## config.mk

```make
export PLATFORM = sky130hd
export DESIGN_NAME = pc_sequencer_flat
export DESIGN_NICKNAME = d
export VERILOG_FILES = /design/src/rtl/pc_sequencer_if.sv /design/src/rtl/pc_sequencer.sv /design/src/flat_wrapper.sv
export SDC_FILE = /design/constraint.sdc
export NUM_CORES = 1
export LEC_CHECK = 0
export CORE_ASPECT_RATIO = 1.5
export CORE_MARGIN = 10
export CORE_UTILIZATION = 43
export CTS_CLUSTER_DIAMETER = 40
export DETAILED_ROUTE_END_ITERATION = 7
export PLACE_DENSITY = 0.84
export SLEW_MARGIN = 15
export SYNTH_ARGS = -nofsm -noshare
export SYNTH_HDL_FRONTEND = slang
export SYNTH_SLANG_ARGS = --single-unit
```

## constraint.sdc

```tcl
create_clock -name clk -period 3.6 [get_ports clk]
set_input_delay 0.72 -clock clk [delete_from_list [all_inputs] [get_ports clk]]
set_output_delay 0.72 -clock clk [all_outputs]
set_load 0.005 [all_outputs]
```

## src/rtl/pc_sequencer_if.sv

```systemverilog
// Bus bundle for pc_sequencer: control inputs from the pipeline and fetch-side outputs.
// slave = the sequencer itself, master = whatever drives the pipeline controls.
interface pc_sequencer_if;
  logic        stall;
  logic        imem_ack;
  logic        branch_taken;
  logic [15:0] branch_offset;
  logic        jump;
  logic [25:0] jump_index;
  logic        jr;
  logic [31:0] jr_addr;
  logic [31:0] pc;
  logic [31:0] pc_plus4;
  logic        fetch_req;
  logic        flush;
  logic        misalign_err;
  logic [7:0]  redirect_count;
  logic [1:0]  state_dbg;

  modport slave (
    input  stall, imem_ack, branch_taken, branch_offset, jump, jump_index, jr, jr_addr,
    output pc, pc_plus4, fetch_req, flush, misalign_err, redirect_count, state_dbg
  );

  modport master (
    output stall, imem_ack, branch_taken, branch_offset, jump, jump_index, jr, jr_addr,
    input  pc, pc_plus4, fetch_req, flush, misalign_err, redirect_count, state_dbg
  );
endinterface

```

## src/rtl/pc_sequencer.sv

```systemverilog
// Program-counter sequencer: BOOT/FETCH/ERROR FSM with jr > jump > branch > sequential
// next-PC selection, one-cycle flush after a redirect and a saturating redirect counter.
module pc_sequencer #(
  parameter logic [31:0] RESET_PC = 32'h0000_0000
) (
  input  logic            clk,
  input  logic            reset,
  pc_sequencer_if.slave   bus
);
  // Handshake: a fetch completes on an edge where fetch_req & imem_ack & ~stall; an
  // acknowledge that coincides with stall is dropped and the same pc is fetched again.
  localparam logic [1:0] BOOT  = 2'd0;
  localparam logic [1:0] FETCH = 2'd1;
  localparam logic [1:0] ERROR = 2'd2;

  logic [1:0]  state;
  logic [31:0] pc_q;
  logic [31:0] pc_plus4;
  logic [31:0] branch_tgt;
  logic [31:0] next_pc;
  logic        flush_q;
  logic        err_q;
  logic [7:0]  cnt_q;
  logic        advance;
  logic        redirect;
  logic        misalign;

  assign pc_plus4   = pc_q + 32'd4;
  assign branch_tgt = pc_plus4 + {{14{bus.branch_offset[15]}}, bus.branch_offset, 2'b00};
  assign advance    = (state == FETCH) & bus.imem_ack & ~bus.stall;
  assign redirect   = bus.jr | bus.jump | bus.branch_taken;
  // Only a register jump can carry a misaligned target.
  assign misalign   = bus.jr & (bus.jr_addr[1:0] != 2'b00);

  always_comb begin
    next_pc = pc_plus4;
    if (bus.jr)                next_pc = bus.jr_addr;
    else if (bus.jump)         next_pc = {pc_plus4[31:28], bus.jump_index, 2'b00};
    else if (bus.branch_taken) next_pc = branch_tgt;
  end

  always_ff @(posedge clk) begin
    if (reset) begin
      state   <= BOOT;
      pc_q    <= RESET_PC;
      flush_q <= 1'b0;
      err_q   <= 1'b0;
      cnt_q   <= 8'd0;
    end else begin
      flush_q <= 1'b0;
      case (state)
        BOOT:  state <= FETCH;
        FETCH: begin
          if (advance) begin
            if (misalign) begin
              err_q <= 1'b1;
              state <= ERROR;
            end else begin
              pc_q <= next_pc;
              if (redirect) begin
                flush_q <= 1'b1;
                if (cnt_q != 8'hFF) cnt_q <= cnt_q + 8'd1;
              end
            end
          end
        end
        ERROR:   state <= ERROR;
        default: state <= BOOT;
      endcase
    end
  end

  assign bus.pc             = pc_q;
  assign bus.pc_plus4       = pc_plus4;
  assign bus.fetch_req      = (state == FETCH);
  assign bus.flush          = flush_q;
  assign bus.misalign_err   = err_q;
  assign bus.redirect_count = cnt_q;
  assign bus.state_dbg      = state;
endmodule

```

## src/flat_wrapper.sv

```systemverilog
// flat-port wrapper written by rule: the top's interface ports become plain ports
module pc_sequencer_flat 
#(
  parameter logic [31:0] RESET_PC = 32'h0000_0000
)
  (clk, reset, bus_stall, bus_imem_ack, bus_branch_taken, bus_branch_offset, bus_jump, bus_jump_index, bus_jr, bus_jr_addr, bus_pc, bus_pc_plus4, bus_fetch_req, bus_flush, bus_misalign_err, bus_redirect_count, bus_state_dbg);
  pc_sequencer_if bus_i ();
  input  logic clk;
  input  logic reset;
  input wire logic [$bits(bus_i.stall)-1:0] bus_stall;
  input wire logic [$bits(bus_i.imem_ack)-1:0] bus_imem_ack;
  input wire logic [$bits(bus_i.branch_taken)-1:0] bus_branch_taken;
  input wire logic [$bits(bus_i.branch_offset)-1:0] bus_branch_offset;
  input wire logic [$bits(bus_i.jump)-1:0] bus_jump;
  input wire logic [$bits(bus_i.jump_index)-1:0] bus_jump_index;
  input wire logic [$bits(bus_i.jr)-1:0] bus_jr;
  input wire logic [$bits(bus_i.jr_addr)-1:0] bus_jr_addr;
  output wire logic [$bits(bus_i.pc)-1:0] bus_pc;
  output wire logic [$bits(bus_i.pc_plus4)-1:0] bus_pc_plus4;
  output wire logic [$bits(bus_i.fetch_req)-1:0] bus_fetch_req;
  output wire logic [$bits(bus_i.flush)-1:0] bus_flush;
  output wire logic [$bits(bus_i.misalign_err)-1:0] bus_misalign_err;
  output wire logic [$bits(bus_i.redirect_count)-1:0] bus_redirect_count;
  output wire logic [$bits(bus_i.state_dbg)-1:0] bus_state_dbg;
  assign bus_i.stall = bus_stall;
  assign bus_i.imem_ack = bus_imem_ack;
  assign bus_i.branch_taken = bus_branch_taken;
  assign bus_i.branch_offset = bus_branch_offset;
  assign bus_i.jump = bus_jump;
  assign bus_i.jump_index = bus_jump_index;
  assign bus_i.jr = bus_jr;
  assign bus_i.jr_addr = bus_jr_addr;
  assign bus_pc = bus_i.pc;
  assign bus_pc_plus4 = bus_i.pc_plus4;
  assign bus_fetch_req = bus_i.fetch_req;
  assign bus_flush = bus_i.flush;
  assign bus_misalign_err = bus_i.misalign_err;
  assign bus_redirect_count = bus_i.redirect_count;
  assign bus_state_dbg = bus_i.state_dbg;
  pc_sequencer #(.RESET_PC(RESET_PC)) u_core (.clk(clk), .reset(reset), .bus(bus_i));
endmodule
```

==> results of run 1 <==
==> worst register-to-register path, stage by stage (launching register included) <==
cell and delay (ps):
dfxtp_1 370, nand4_1 110, buf_4 170, nor4_4 190, buf_4 190, buf_4 130
nand4_1 160, xnor2_2 210, ha_1 240, a21o_1 200, or3_1 380, o2111ai_2 220
nand4_1 140, o21ai_2 160, xnor2_1 150, mux2i_1 220, a21oi_1 90
==> synth_stat cells, drive strengths merged, types with 3 or more instances <==
master / n
o21a: 8
mux2i: 8
nand2b: 3
a221oi: 15
nand2: 64
and2: 6
o211ai: 3
clkbuf: 22
nor3: 28
a31o: 4
buf: 6
and3: 5
nand4: 16
xor2: 16
a211o: 6
ha: 40
nor4: 6
a221o: 9
nand3b: 3
nand3: 27
and4: 5
a211oi: 16
o21bai: 4
inv: 23
dfxtp: 44
xnor2: 32
a21oi: 58
o21ai: 35
a21o: 13
o22ai: 3
nor2: 82
a311oi: 5
a31oi: 3
==> sequential cells by signal (all words and copies together) (netlist names) <==
signal,flops
u_core.bus.pc,32
u_core.bus.flush,1
u_core.bus.misalign_err,1
u_core.bus.redirect_count,8
u_core.bus.state_dbg,2
==> per-stage QoR <==
step                      TNS, ps  setup WS (ps)
final                           0            151
after CTS                       0           14.0
after floorplan                 0           49.1
after detailed placement        0           12.6
after global placement          0           34.3
after global routing        -29.0          -21.8
==> routing by layer <==
layer | global-route usage (%) | wire, um
met1 | 26.0 | 7700
met2 | 50.1 | 11500
met3 | 5.75 | 1490
met4 | 13.2 | 1020
met5 | 0 | 0
==> layout make-up <==
cell class              count  area [sq um]  area share (%)
diodes                      1          2.50          0.0342
clock inverters             3          46.3           0.633
well taps                 144           180            2.46
repair buffers            250          2280            31.2
inverters                  23          86.3            1.18
clock buffers               5           125            1.71
multi-input cells         550          3710            50.7
flip-flops and latches     44           886            12.1
==> cell families after synthesis <==
logic type | count (synthesis) | share of synthesized area (%)
and+or+nand+nor | 253 | 26.1
AOI/OAI and AO/OA | 200 | 29.1
buffers and inverters | 51 | 4.29
xor gates and xnor gates | 48 | 8.94
DFF | 44 | 18.7
adders and majority gates | 41 | 11.1
muxes | 8 | 1.70
==> final timing paths <==
path | depth (start not counted) | end | slack, ps
hold reg to reg | 2 | u_core.bus.misalign_err$_SDFFE_PP0P_ | 450
setup reg to reg | 16 | u_core.bus.pc[31]$_SDFFE_PP0P_ | 150
setup / recovery | 16 | u_core.bus.pc[31]$_SDFFE_PP0P_ | 150
hold / removal | 2 | u_core.bus.misalign_err$_SDFFE_PP0P_ | 450
==> power by group <==
part / switching [mW] / leakage [nW] / internal [mW]
registers: 0.0458 / 0.358 / 0.527
logic: 0.501 / 2.61 / 0.510
clock network: 0.238 / 0.0804 / 0.331
==> timing repair <==
item                                    4_1_cts  5_1_grt
hold endpoints to repair                      0        0
setup buffers                                 0        4
endpoints found under the setup margin        0       16
resized for setup                             0       23
==> qor.csv, run 1 <==
metric,value,unit
gp_routability_congestion,1.00,
drcViolationCount,0,
start_util,44.1,%
cp_slowest_cell,or3_1,
htreeDepth,2,
fp-row-count,46,
drive_gt1_share,16.1,%
peakVddDrop,0.183,mV
clk_pin_slew_worst_paths,80,ps
slowest_delay,380,ps
mostFrequentLayoutCells,"156 x clkdlybuf4s50_1, 92 x buf_4, 80 x nor2_1",
ys.flop_type,dfxtp_1,
cts_buffers,5,
fin_skew,9.96,ps
yosys.area.top_type,dfxtp_1,
coreArea,10600,sq um
synth_edf_count,0,
finalSetupViolCount,0,
end_kind,flop,
start_kind,flop,
die_area,15600,sq um
dr.pass1.iters,5,
grt_first_pass_wirelength,33.2,mm
async_flop_share,0,%
crit_buf_inv,3,
clockBufferDepth,2,
vias_per_cell,5.94,
stdcell_area,7310,sq um
dpl_cell_area,7020,sq um
status,finished clean,
drt_wl_total,21.7,mm
worst_pin_slew,723,ps
fillers,911,
synth_top_area_share,18.7,%
die_x,105,um
ys_types,68,
syn_to_final_growth,55.5,%
yosys_warnings,0,
avgSynthCellArea,7.29,sq um
rr_startpoint,u_core.bus.pc[7]$_SDFFE_PP0P_,
netlist_area,4700,sq um
fp.dieH,148,um
ys_ff_latch,44,
hold_viol,0,
utilization,68.6,%
grt-ovfl-total,0,
hold_path_class,flop to flop,
cts.sinks,44,
cts_hold_buf,0,
antenna_found_initial,1,
dp_hpwl,17.4,mm
io-pin-count,158,
power.density,295,nW/um^2
power_leakage,3.05,nW
worstSetupStartpoint,u_core.bus.pc[7]$_SDFFE_PP0P_,
min_period_over_period,95.8,%
cpLargestDelayFamily,simple AND/OR/NAND/NOR gates,
post-place-cells,1007,
dr_total_vias,6060,
path_cells,"nand4_1, buf_4, nor4_4, buf_4, buf_4, nand4_1, xnor2_2, ha_1, a21o_1, or3_1, o2111ai_2, nand4_1, o21ai_2, xnor2_1, mux2i_1, a21oi_1",
synth.net_count,767,
drv_cap,0,
clock_latency,300,ps
numPortBuffers,157,
wire_per_inst,21.3,um
yosysSeqAreaShare,18.7,%
syn_inst,645,
arrival,3640,ps
synth_area_leaders,"dfxtp_1 19%, ha_1 11%, nor2_1 6.5%",
maxSlewHeadroom,51.8,%
timing.final.max_slew_violations,0,
post-route-min-period,3450,ps
fin_cells,1020,
root_buffer,clkbuf_16,
worstPathMaxFanout,4,
final_nets,996,
ant_nets,0,
first_iter_violations,431,
setup.worst_path.class,flop to flop,
layout_commonest_cell,clkdlybuf4s50_1,
crit_required,3790,ps
grt_pass1_vias,6188,
holdWs,449,ps
clock.fmax,290,MHz
p_total,2.15,mW
hold_start,u_core.bus.misalign_err$_SDFFE_PP0P_,
grt_max_degree,40,
cts_tree,built,
gr-usage-all-layers,26.4,%
(Power assumes the default switching activity.)
==> inputs of run 2 (changes only) <==
--- a/config.mk
+++ b/config.mk
@@ -15,3 +15,4 @@
 export SYNTH_ARGS = -nofsm -noshare
 export SYNTH_HDL_FRONTEND = slang
 export SYNTH_SLANG_ARGS = --single-unit
+export TNS_END_PERCENT = 50
==> run 2 against run 1 <==
Against the previous run: sequential share of layout area is essentially flat; clock-buffer cell count did not move; via count down 0.12%; largest cell class unchanged; highest routed layer unchanged.
==> qor.csv, run 2 (same netlist as run 1, synthesis figures left out) <==
metric,value,unit
cts.sinks,44,
drcViolationCount,0,
rsz0062_at_grt,yes,
fin_skew,12.0,ps
p_total,2.16,mW
ant_nets,0,
fp.dieH,148,um
peakVddDrop,0.182,mV
die_area,15600,sq um
crit_required,2880,ps
dp_hpwl,17.4,mm
drt_wl_total,21.7,mm
hold_viol,0,
numPortBuffers,157,
hold_path_class,flop to flop,
finalSetupViolCount,0,
largest_register_ffs,32,
io-pin-count,158,
start_kind,flop,
utilization,68.6,%
worstPathMaxFanout,4,
gr-usage-all-layers,26.4,%
layout_commonest_cell,clkdlybuf4s50_1,
first_iter_violations,436,
status,finished clean,
fin_cells,1020,
cts_tree,built,
r2r_cells,16,
start_util,44.1,%
clockBufferDepth,2,
power_leakage,3.05,nW
maxSlewHeadroom,51.2,%
setup.worst_path.class,flop to output port,
arrival,2760,ps
clock_latency,300,ps
grt_max_degree,40,
grt_first_pass_wirelength,33.2,mm
post-place-cells,1007,
post-route-min-period,3480,ps
timing.final.max_slew_violations,0,
root_buffer,clkbuf_16,
clk_pin_slew_worst_paths,70,ps
antenna_found_initial,1,
gp_routability_congestion,1.00,
power.density,295,nW/um^2
drv_cap,0,
clock.fmax,287,MHz
coreArea,10600,sq um
grt_pass1_vias,6188,
dr.pass1.iters,5,
regArea,883,sq um
holdPathStages,2,
htreeDepth,2,
min_period_over_period,96.7,%
fillers,912,
grt-ovfl-total,0,
mostFrequentLayoutCells,"156 x clkdlybuf4s50_1, 92 x buf_4, 80 x nor2_1",
die_x,105,um
cts_buffers,5,
dr_total_vias,6053,
vias_per_cell,5.93,
fp-row-count,46,
syn_to_final_growth,55.3,%
end_kind,output port,
worst_pin_slew,733,ps
wire_per_inst,21.2,um
final_nets,996,
drive_gt1_share,15.8,%
multi_input_area,3700,sq um
## run 2: where the power goes
part           internal, mW  leakage [nW]  total (mW)  switching [mW]
clock network         0.331        0.0804       0.572           0.241
registers             0.527         0.357       0.573          0.0458
logic                 0.510          2.61        1.01           0.501
## run 2: layout make-up
cell class | count | area share [%]
multi-input cells | 550 | 50.7
flip-flops and latches | 44 | 12.1
diodes | 1 | 0.0343
clock inverters | 3 | 0.634
well taps | 144 | 2.47
inverters | 23 | 1.18
repair buffers | 250 | 31.2
clock buffers | 5 | 1.71
## run 2: repair_timing
action	4_1_cts	5_1_grt
hold buffers	0	0
resized for setup	0	20
setup buffers	0	4
setup endpoints to repair	0	16
## run 2: final timing paths
check                                                       endpoint                                 start  slack [ps]
worst max-delay path                                bus_pc_plus4[26]         u_core.bus.pc[5]$_SDFFE_PP0P_         120
worst max register to register        u_core.bus.pc[31]$_SDFFE_PP0P_         u_core.bus.pc[5]$_SDFFE_PP0P_         150
worst min-delay path            u_core.bus.misalign_err$_SDFFE_PP0P_  u_core.bus.misalign_err$_SDFFE_PP0P_         450
worst min register to register  u_core.bus.misalign_err$_SDFFE_PP0P_  u_core.bus.misalign_err$_SDFFE_PP0P_         450
## run 2: metrics by stage
stage,setup WS (ps),instance area (sq um),setup TNS (ps),hold WS (ps)
2_1_floorplan,49.1,4700,0,442
3_3_place_gp,34.3,7020,0,436
3_5_place_dp,12.6,7020,0,442
4_1_cts,14.0,7190,0,453
5_1_grt,-38.0,7300,-73.8,476
6_report,119,7300,0,449
## run 2: critical path: stages, from the launching register on
cell             delay [ps]
dfxtp_1                 400
nand4_1                 100
buf_4                   170
buf_4                   130
nor4_2                  120
buf_4                   180
nand2_1                  70
buf_4                   170
nor3_1                  220
xor2_1                  260
buf_4                   160
clkdlybuf4s50_1         500
## run 2: layer usage
metal | share of wire, % | GRT usage (%) | routed length [um] | vias up
met5 | 0 | 0 | 0 | -
li1 | - | - | - | 2852
met4 | 4.8 | 13.2 | 1030 | 0
met2 | 53 | 50.1 | 11500 | 262
met3 | 6.3 | 5.75 | 1370 | 69
met1 | 36 | 26.0 | 7800 | 2870
==> inputs of run 3 (changes only) <==
--- a/config.mk
+++ b/config.mk
@@ -6,12 +6,10 @@
 export NUM_CORES = 1
 export LEC_CHECK = 0
 export CORE_ASPECT_RATIO = 1.5
-export CORE_MARGIN = 10
 export CORE_UTILIZATION = 43
 export CTS_CLUSTER_DIAMETER = 40
 export DETAILED_ROUTE_END_ITERATION = 7
-export PLACE_DENSITY = 0.84
-export SLEW_MARGIN = 15
+export PLACE_DENSITY_LB_ADDON = 0.15
 export SYNTH_ARGS = -nofsm -noshare
 export SYNTH_HDL_FRONTEND = slang
 export SYNTH_SLANG_ARGS = --single-unit
==> run 3 against run 2 <==
Against the previous run: sequential power about the same; maximum frequency fell by 0.52%; cell count fell by 0.59%; via count is 0.30% higher; highest routed layer unchanged; clock power is 4.0% lower.
==> qor.csv, run 3 (same netlist as run 1, synthesis figures left out) <==
metric,value,unit
status,finished clean,
arrival,3720,ps
gp_routability_congestion,1.00,
cts_hold_buf,0,
io-pin-count,158,
drcViolationCount,0,
drive_gt1_share,15.2,%
grt_max_degree,49,
worstPathMaxFanout,5,
rr_startpoint,u_core.bus.pc[6]$_SDFFE_PP0P_,
dr_total_vias,6071,
fillers,975,
vias_per_cell,5.99,
worst_pin_slew,1360,ps
fp-row-count,46,
antenna_found_initial,0,
end_kind,flop,
start_util,44.4,%
post-place-cells,1004,
fin_cells,1014,
crit_required,3830,ps
cts_tree,built,
setup.worst_path.class,flop to flop,
worstReg2RegEnd,u_core.bus.pc[29]$_SDFFE_PP0P_,
p_sw_share,35.7,%
syn_to_final_growth,54.1,%
wire_per_inst,19.4,um
holdPathStages,2,
antenna_cells,0,
use_met1,35.3,%
rsz0062_at_grt,no,
power_frac_comb,46.6,%
maxSlewHeadroom,9.25,%
rrSetupSlack,100,ps
clockBufferDepth,2,
cts_buffers,5,
tns,0,ps
p_int,1.35,mW
fp.dieH,130,um
fin_skew,7.84,ps
grt_pass1_vias,6045,
hold_start,u_core.bus.misalign_err$_SDFFE_PP0P_,
dp_hpwl,15.6,mm
coreArea,10600,sq um
gr-usage-all-layers,34.8,%
min_period_over_period,97.2,%
drv_cap,0,
start_kind,flop,
drt_wl_total,19.7,mm
p_sw,0.752,mW
regArea,883,sq um
root_buffer,clkbuf_16,
die_area,11400,sq um
mostFrequentLayoutCells,"156 x clkdlybuf4s50_1, 88 x buf_4, 80 x nor2_1",
finalSetupViolCount,0,
cts.sinks,44,
largest_register_ffs,32,
layout_commonest_cell,clkdlybuf4s50_1,
clock_latency,300,ps
dr.pass1.iters,5,
clock_power_share,26.1,%
use_met2,66.5,%
peakVddDrop,0.251,mV
hold_path_class,flop to flop,
min_to,u_core.bus.misalign_err$_SDFFE_PP0P_,
grtUsageMet3,3.67,%
timing.final.max_slew_violations,0,
htreeDepth,2,
multi_input_area,3700,sq um
hold_viol,0,
first_iter_violations,314,
busiest_layer,met2,
clock.fmax,286,MHz
grt-ovfl-total,0,
numPortBuffers,157,
seqPwrFrac,27.3,%
power.density,290,nW/um^2
post-route-min-period,3500,ps
clk_pin_slew_worst_paths,70,ps
ant_nets,0,
die_x,87.4,um
final_nets,991,
grt_first_pass_wirelength,30.3,mm
r2r_cells,16,
power_leakage,3.00,nW
==> run 3: cell types whose count changed in the layout (fill, tap and decap cells not counted), sizes merged <==
cell / change
diode: -1
clkinv: +1
inv: -1
buf: -5
==> run 3: worst max path at each step <==
stage	startpoint	end
after floorplan	u_core.bus.pc[2]$_SDFFE_PP0P_	u_core.bus.pc[31]$_SDFFE_PP0P_
after global placement	bus_branch_offset[6]	u_core.bus.pc[19]$_SDFFE_PP0P_
after detailed placement	u_core.bus.pc[6]$_SDFFE_PP0P_	u_core.bus.pc[19]$_SDFFE_PP0P_
after CTS	u_core.bus.pc[6]$_SDFFE_PP0P_	u_core.bus.pc[19]$_SDFFE_PP0P_
after global routing	u_core.bus.pc[2]$_SDFFE_PP0P_	u_core.bus.pc[23]$_SDFFE_PP0P_
final	u_core.bus.pc[6]$_SDFFE_PP0P_	u_core.bus.pc[29]$_SDFFE_PP0P_
==> run 3: stage by stage <==
step	utilization, %	hold WS, ps	worst slack [ps]	instance area, sq um	total power, mW
after floorplan	-	442	49.1	4700	1.06
after global placement	66.0	436	39.1	6990	1.52
after detailed placement	66.0	450	9.51	6990	1.54
after CTS	67.6	461	18.9	7160	2.09
after global routing	68.4	481	2.91	7250	2.22
final	68.4	453	101	7250	2.10
==> run 3: final cells by class <==
cell class	instances	area share, %
clock buffer	5	1.73
clock inverter	3	0.587
inverter	23	1.19
multi-input combinational	550	51.1
sequential	44	12.2
tap	144	2.49
timing repair buffer	245	30.7
==> run 3: power by group through the flow <==
stage	registers, mW	clock network (mW)	logic [mW]
6_report	0.574	0.549	0.980
3_5_place_dp	0.583	0	0.957
4_1_cts	0.572	0.557	0.962
5_1_grt	0.579	0.573	1.07
2_1_floorplan	0.584	0	0.475
3_3_place_gp	0.581	0	0.938
==> run 3: routing by layer <==
layer / wire (um) / share of wire, %
met1: 6980 / 35
met2: 10500 / 53
met3: 1040 / 5.3
met4: 1170 / 6.0
met5: 0 / 0
==> run 3: worst max-delay path: stages, from the launching register on <==
cell,delay (ps)
dfxtp_1,410
nand4_1,110
buf_4,180
nor4_4,250
buf_4,170
nand2_1,140
nor2_1,190
xnor2_1,240
ha_1,330
buf_4,150
a21oi_1,120
o21ai_0,150
a31o_2,300
a31o_2,260
o21ai_0,170
nand3b_1,90
a21oi_1,160
==> run 3: what timing repair did <==
action	4_1_cts	5_1_grt
setup buffers	0	2
endpoints found under the setup margin	1	14
pin swaps	0	5
resized for setup	1	16
endpoints found under the hold margin	0	0
==> patch (settings of run 3) <==
Make the reset (`reset`) asynchronous in one clocked block.
--- a/src/rtl/pc_sequencer.sv
+++ b/src/rtl/pc_sequencer.sv
@@ -39,7 +39,7 @@
     else if (bus.branch_taken) next_pc = branch_tgt;
   end
 
-  always_ff @(posedge clk) begin
+  always_ff @(posedge clk or posedge reset) begin
     if (reset) begin
       state   <= BOOT;
       pc_q    <= RESET_PC;
Function: differs if reset is asserted again (counterexample within 4 cycles, from zero or initial values and one cycle with reset high); with reset held inactive, the same outputs for 4 cycles.
==> patch against run 3 <==
  * Largest cell class unchanged
  * Sequential cell count unchanged
  * Die area down 0.52%
  * Worst setup slack got worse by 0.053 ns
  * Routed wire length down 5.0%
  * Area after synthesis shrank 0.53%
  * Cell area grew 0.40%
Power is not compared: it rests on default switching activity, and its combinational part moved more than twofold at a synthesized area within 25%.
==> patch: results (changes against run 3) <==
[route]
vias_per_cell = 5.859  ; -2.1%
drtPass1Iterations = 5  ; unchanged
drt_iter0_markers = 266  ; -15%
wire_per_inst_um = 19.65  ; +1.3%
vias = 5572  ; -8.2%

[clocking]
cts-root-buf = clkbuf_16
h-tree-depth = 2  ; unchanged
clockBufferDepth = 2  ; unchanged
cts_buffers = 5  ; unchanged
clk_pin_slew_worst_paths_ns = 0.07  ; about the same
clkLatencyLatePin_ns = 0.29

[sta]
slew_headroom = 0.3345  ; +0.2420
fin_crit_ns = 3.552  ; +0.05302 ns
skew_ns = 0.008829  ; +0.0009865 ns

[placed_design]
io_buffer_count = 157  ; unchanged
gp_congestion = 0.9607  ; -4.2%
hpwl_mm = 14.40  ; -7.5%
dpl_cell_area_sq_um = 6840  ; -2.1%
placed_cells = 932  ; -7.2%

[cells_and_area]
largest_reg_flops = 32  ; unchanged
drive_gt1_frac = 0.1673  ; +0.01556
n_antenna_cell = 0  ; unchanged

[global_route]
use_met2 = 0.6044  ; -0.06054
antenna_found_initial = 0  ; unchanged
use_met3 = 0.04301  ; +0.006325
grt_use_met1 = 0.3429  ; -0.01001
grt_pass1_wl_mm = 27.99  ; -7.6%
track_usage = 0.3257  ; -0.02213
grt_max_degree = 45  ; -8.2%
grt_pass1_vias = 5540  ; -8.4%
top_usage_layer = met2

[setup_path]
max_stage_delay_ns = 0.50  ; +0.09 ns
path_delay_family = simple AND/OR/NAND/NOR gates
cp_max_fo = 4  ; -1
crit_arrival_ns = 3.78  ; +0.06 ns
slowest_stage = or4b_1

[synth]
seq_area_frac_synth = 0.2355  ; +0.04810
avgSynthCellArea_sq_um = 7.925  ; +8.7%
yosysUniqueCellTypes = 68  ; unchanged
ys_warn_count = 0  ; unchanged
synth_fa_ha_area_frac = 0.1113  ; +0.0005926
synth_area_leaders = dfrtp_1 24%, ha_1 11%, xnor2_1 6.4%
synth_fp_nets = 712  ; -7.2%
synth-xor-area-share = 0.1108  ; +0.02135
synth-compound-area-share = 0.2620  ; -0.02948
synthTopCellsByCount = 63 x nand2_1, 54 x nor2_1, 44 x dfrtp_1, 42 x a21oi_1, 40 x ha_1
synthMuxAreaShare = 0.01338  ; -0.003655
async_flop_share = 1.000  ; +1.000

[pwr]
internal-power_mw = 3.262
seq_cell_power_uw = 936
p_clk_frac = 0.096
irDropWorstVdd_v = 0.0004870

[run_status]
status = finished clean

[worst_hold_path]
hold_path.class = reg2reg

-- patch: what timing repair did --
| item | CTS | global route |
|---|---|---|
| buffers inserted | 0 | 11 |
| gates resized for setup | 0 | 32 |
| setup endpoints to repair | 0 | 15 |
-- patch: final timing paths --
path	from	end	slack, ns	cells past startpoint
max	u_core.bus.pc[14]	u_core.bus.pc[28]	0.05	14
min	u_core.bus.misalign_err	u_core.bus.misalign_err	0.47	1
max reg2reg	u_core.bus.pc[14]	u_core.bus.pc[28]	0.05	14
min reg2reg	u_core.bus.misalign_err	u_core.bus.misalign_err	0.47	1
max in group asynchronous	reset	u_core.bus.pc[5]	2.00	2
min in group asynchronous	reset	u_core.bus.pc[31]	0.99	2
-- patch: per-layer routing --
| metal | vias up | routed length [um] |
|---|---|---|
| li1 | 2595 | - |
| met1 | 2666 | 6633 |
| met2 | 241 | 9860 |
| met3 | 70 | 996 |
| met4 | 0 | 1195 |
| met5 | - | 0 |
-- patch: per-stage QoR --
stage / setup slack [ns] / hold WS [ns] / power [mW]
2_1_floorplan: 0.02796 / 0.4678 / 2.988
3_3_place_gp: 0.08414 / 0.4608 / 4.859
3_5_place_dp: 0.05507 / 0.4636 / 4.902
4_1_cts: 0.08448 / 0.4799 / 5.481
5_1_grt: -0.08056 / 0.4836 / 6.160
6_report: 0.04827 / 0.4720 / 5.744
-- patch: final cells by class --
type	instances	area (sq um)
inverters	18	67.56
multi-input cells	501	3576
clock inverters	3	47.55
repair buffers	236	2177
well taps	144	180.2
clock buffers	5	125.1
flip-flops and latches	44	1101
fillers	952	3316
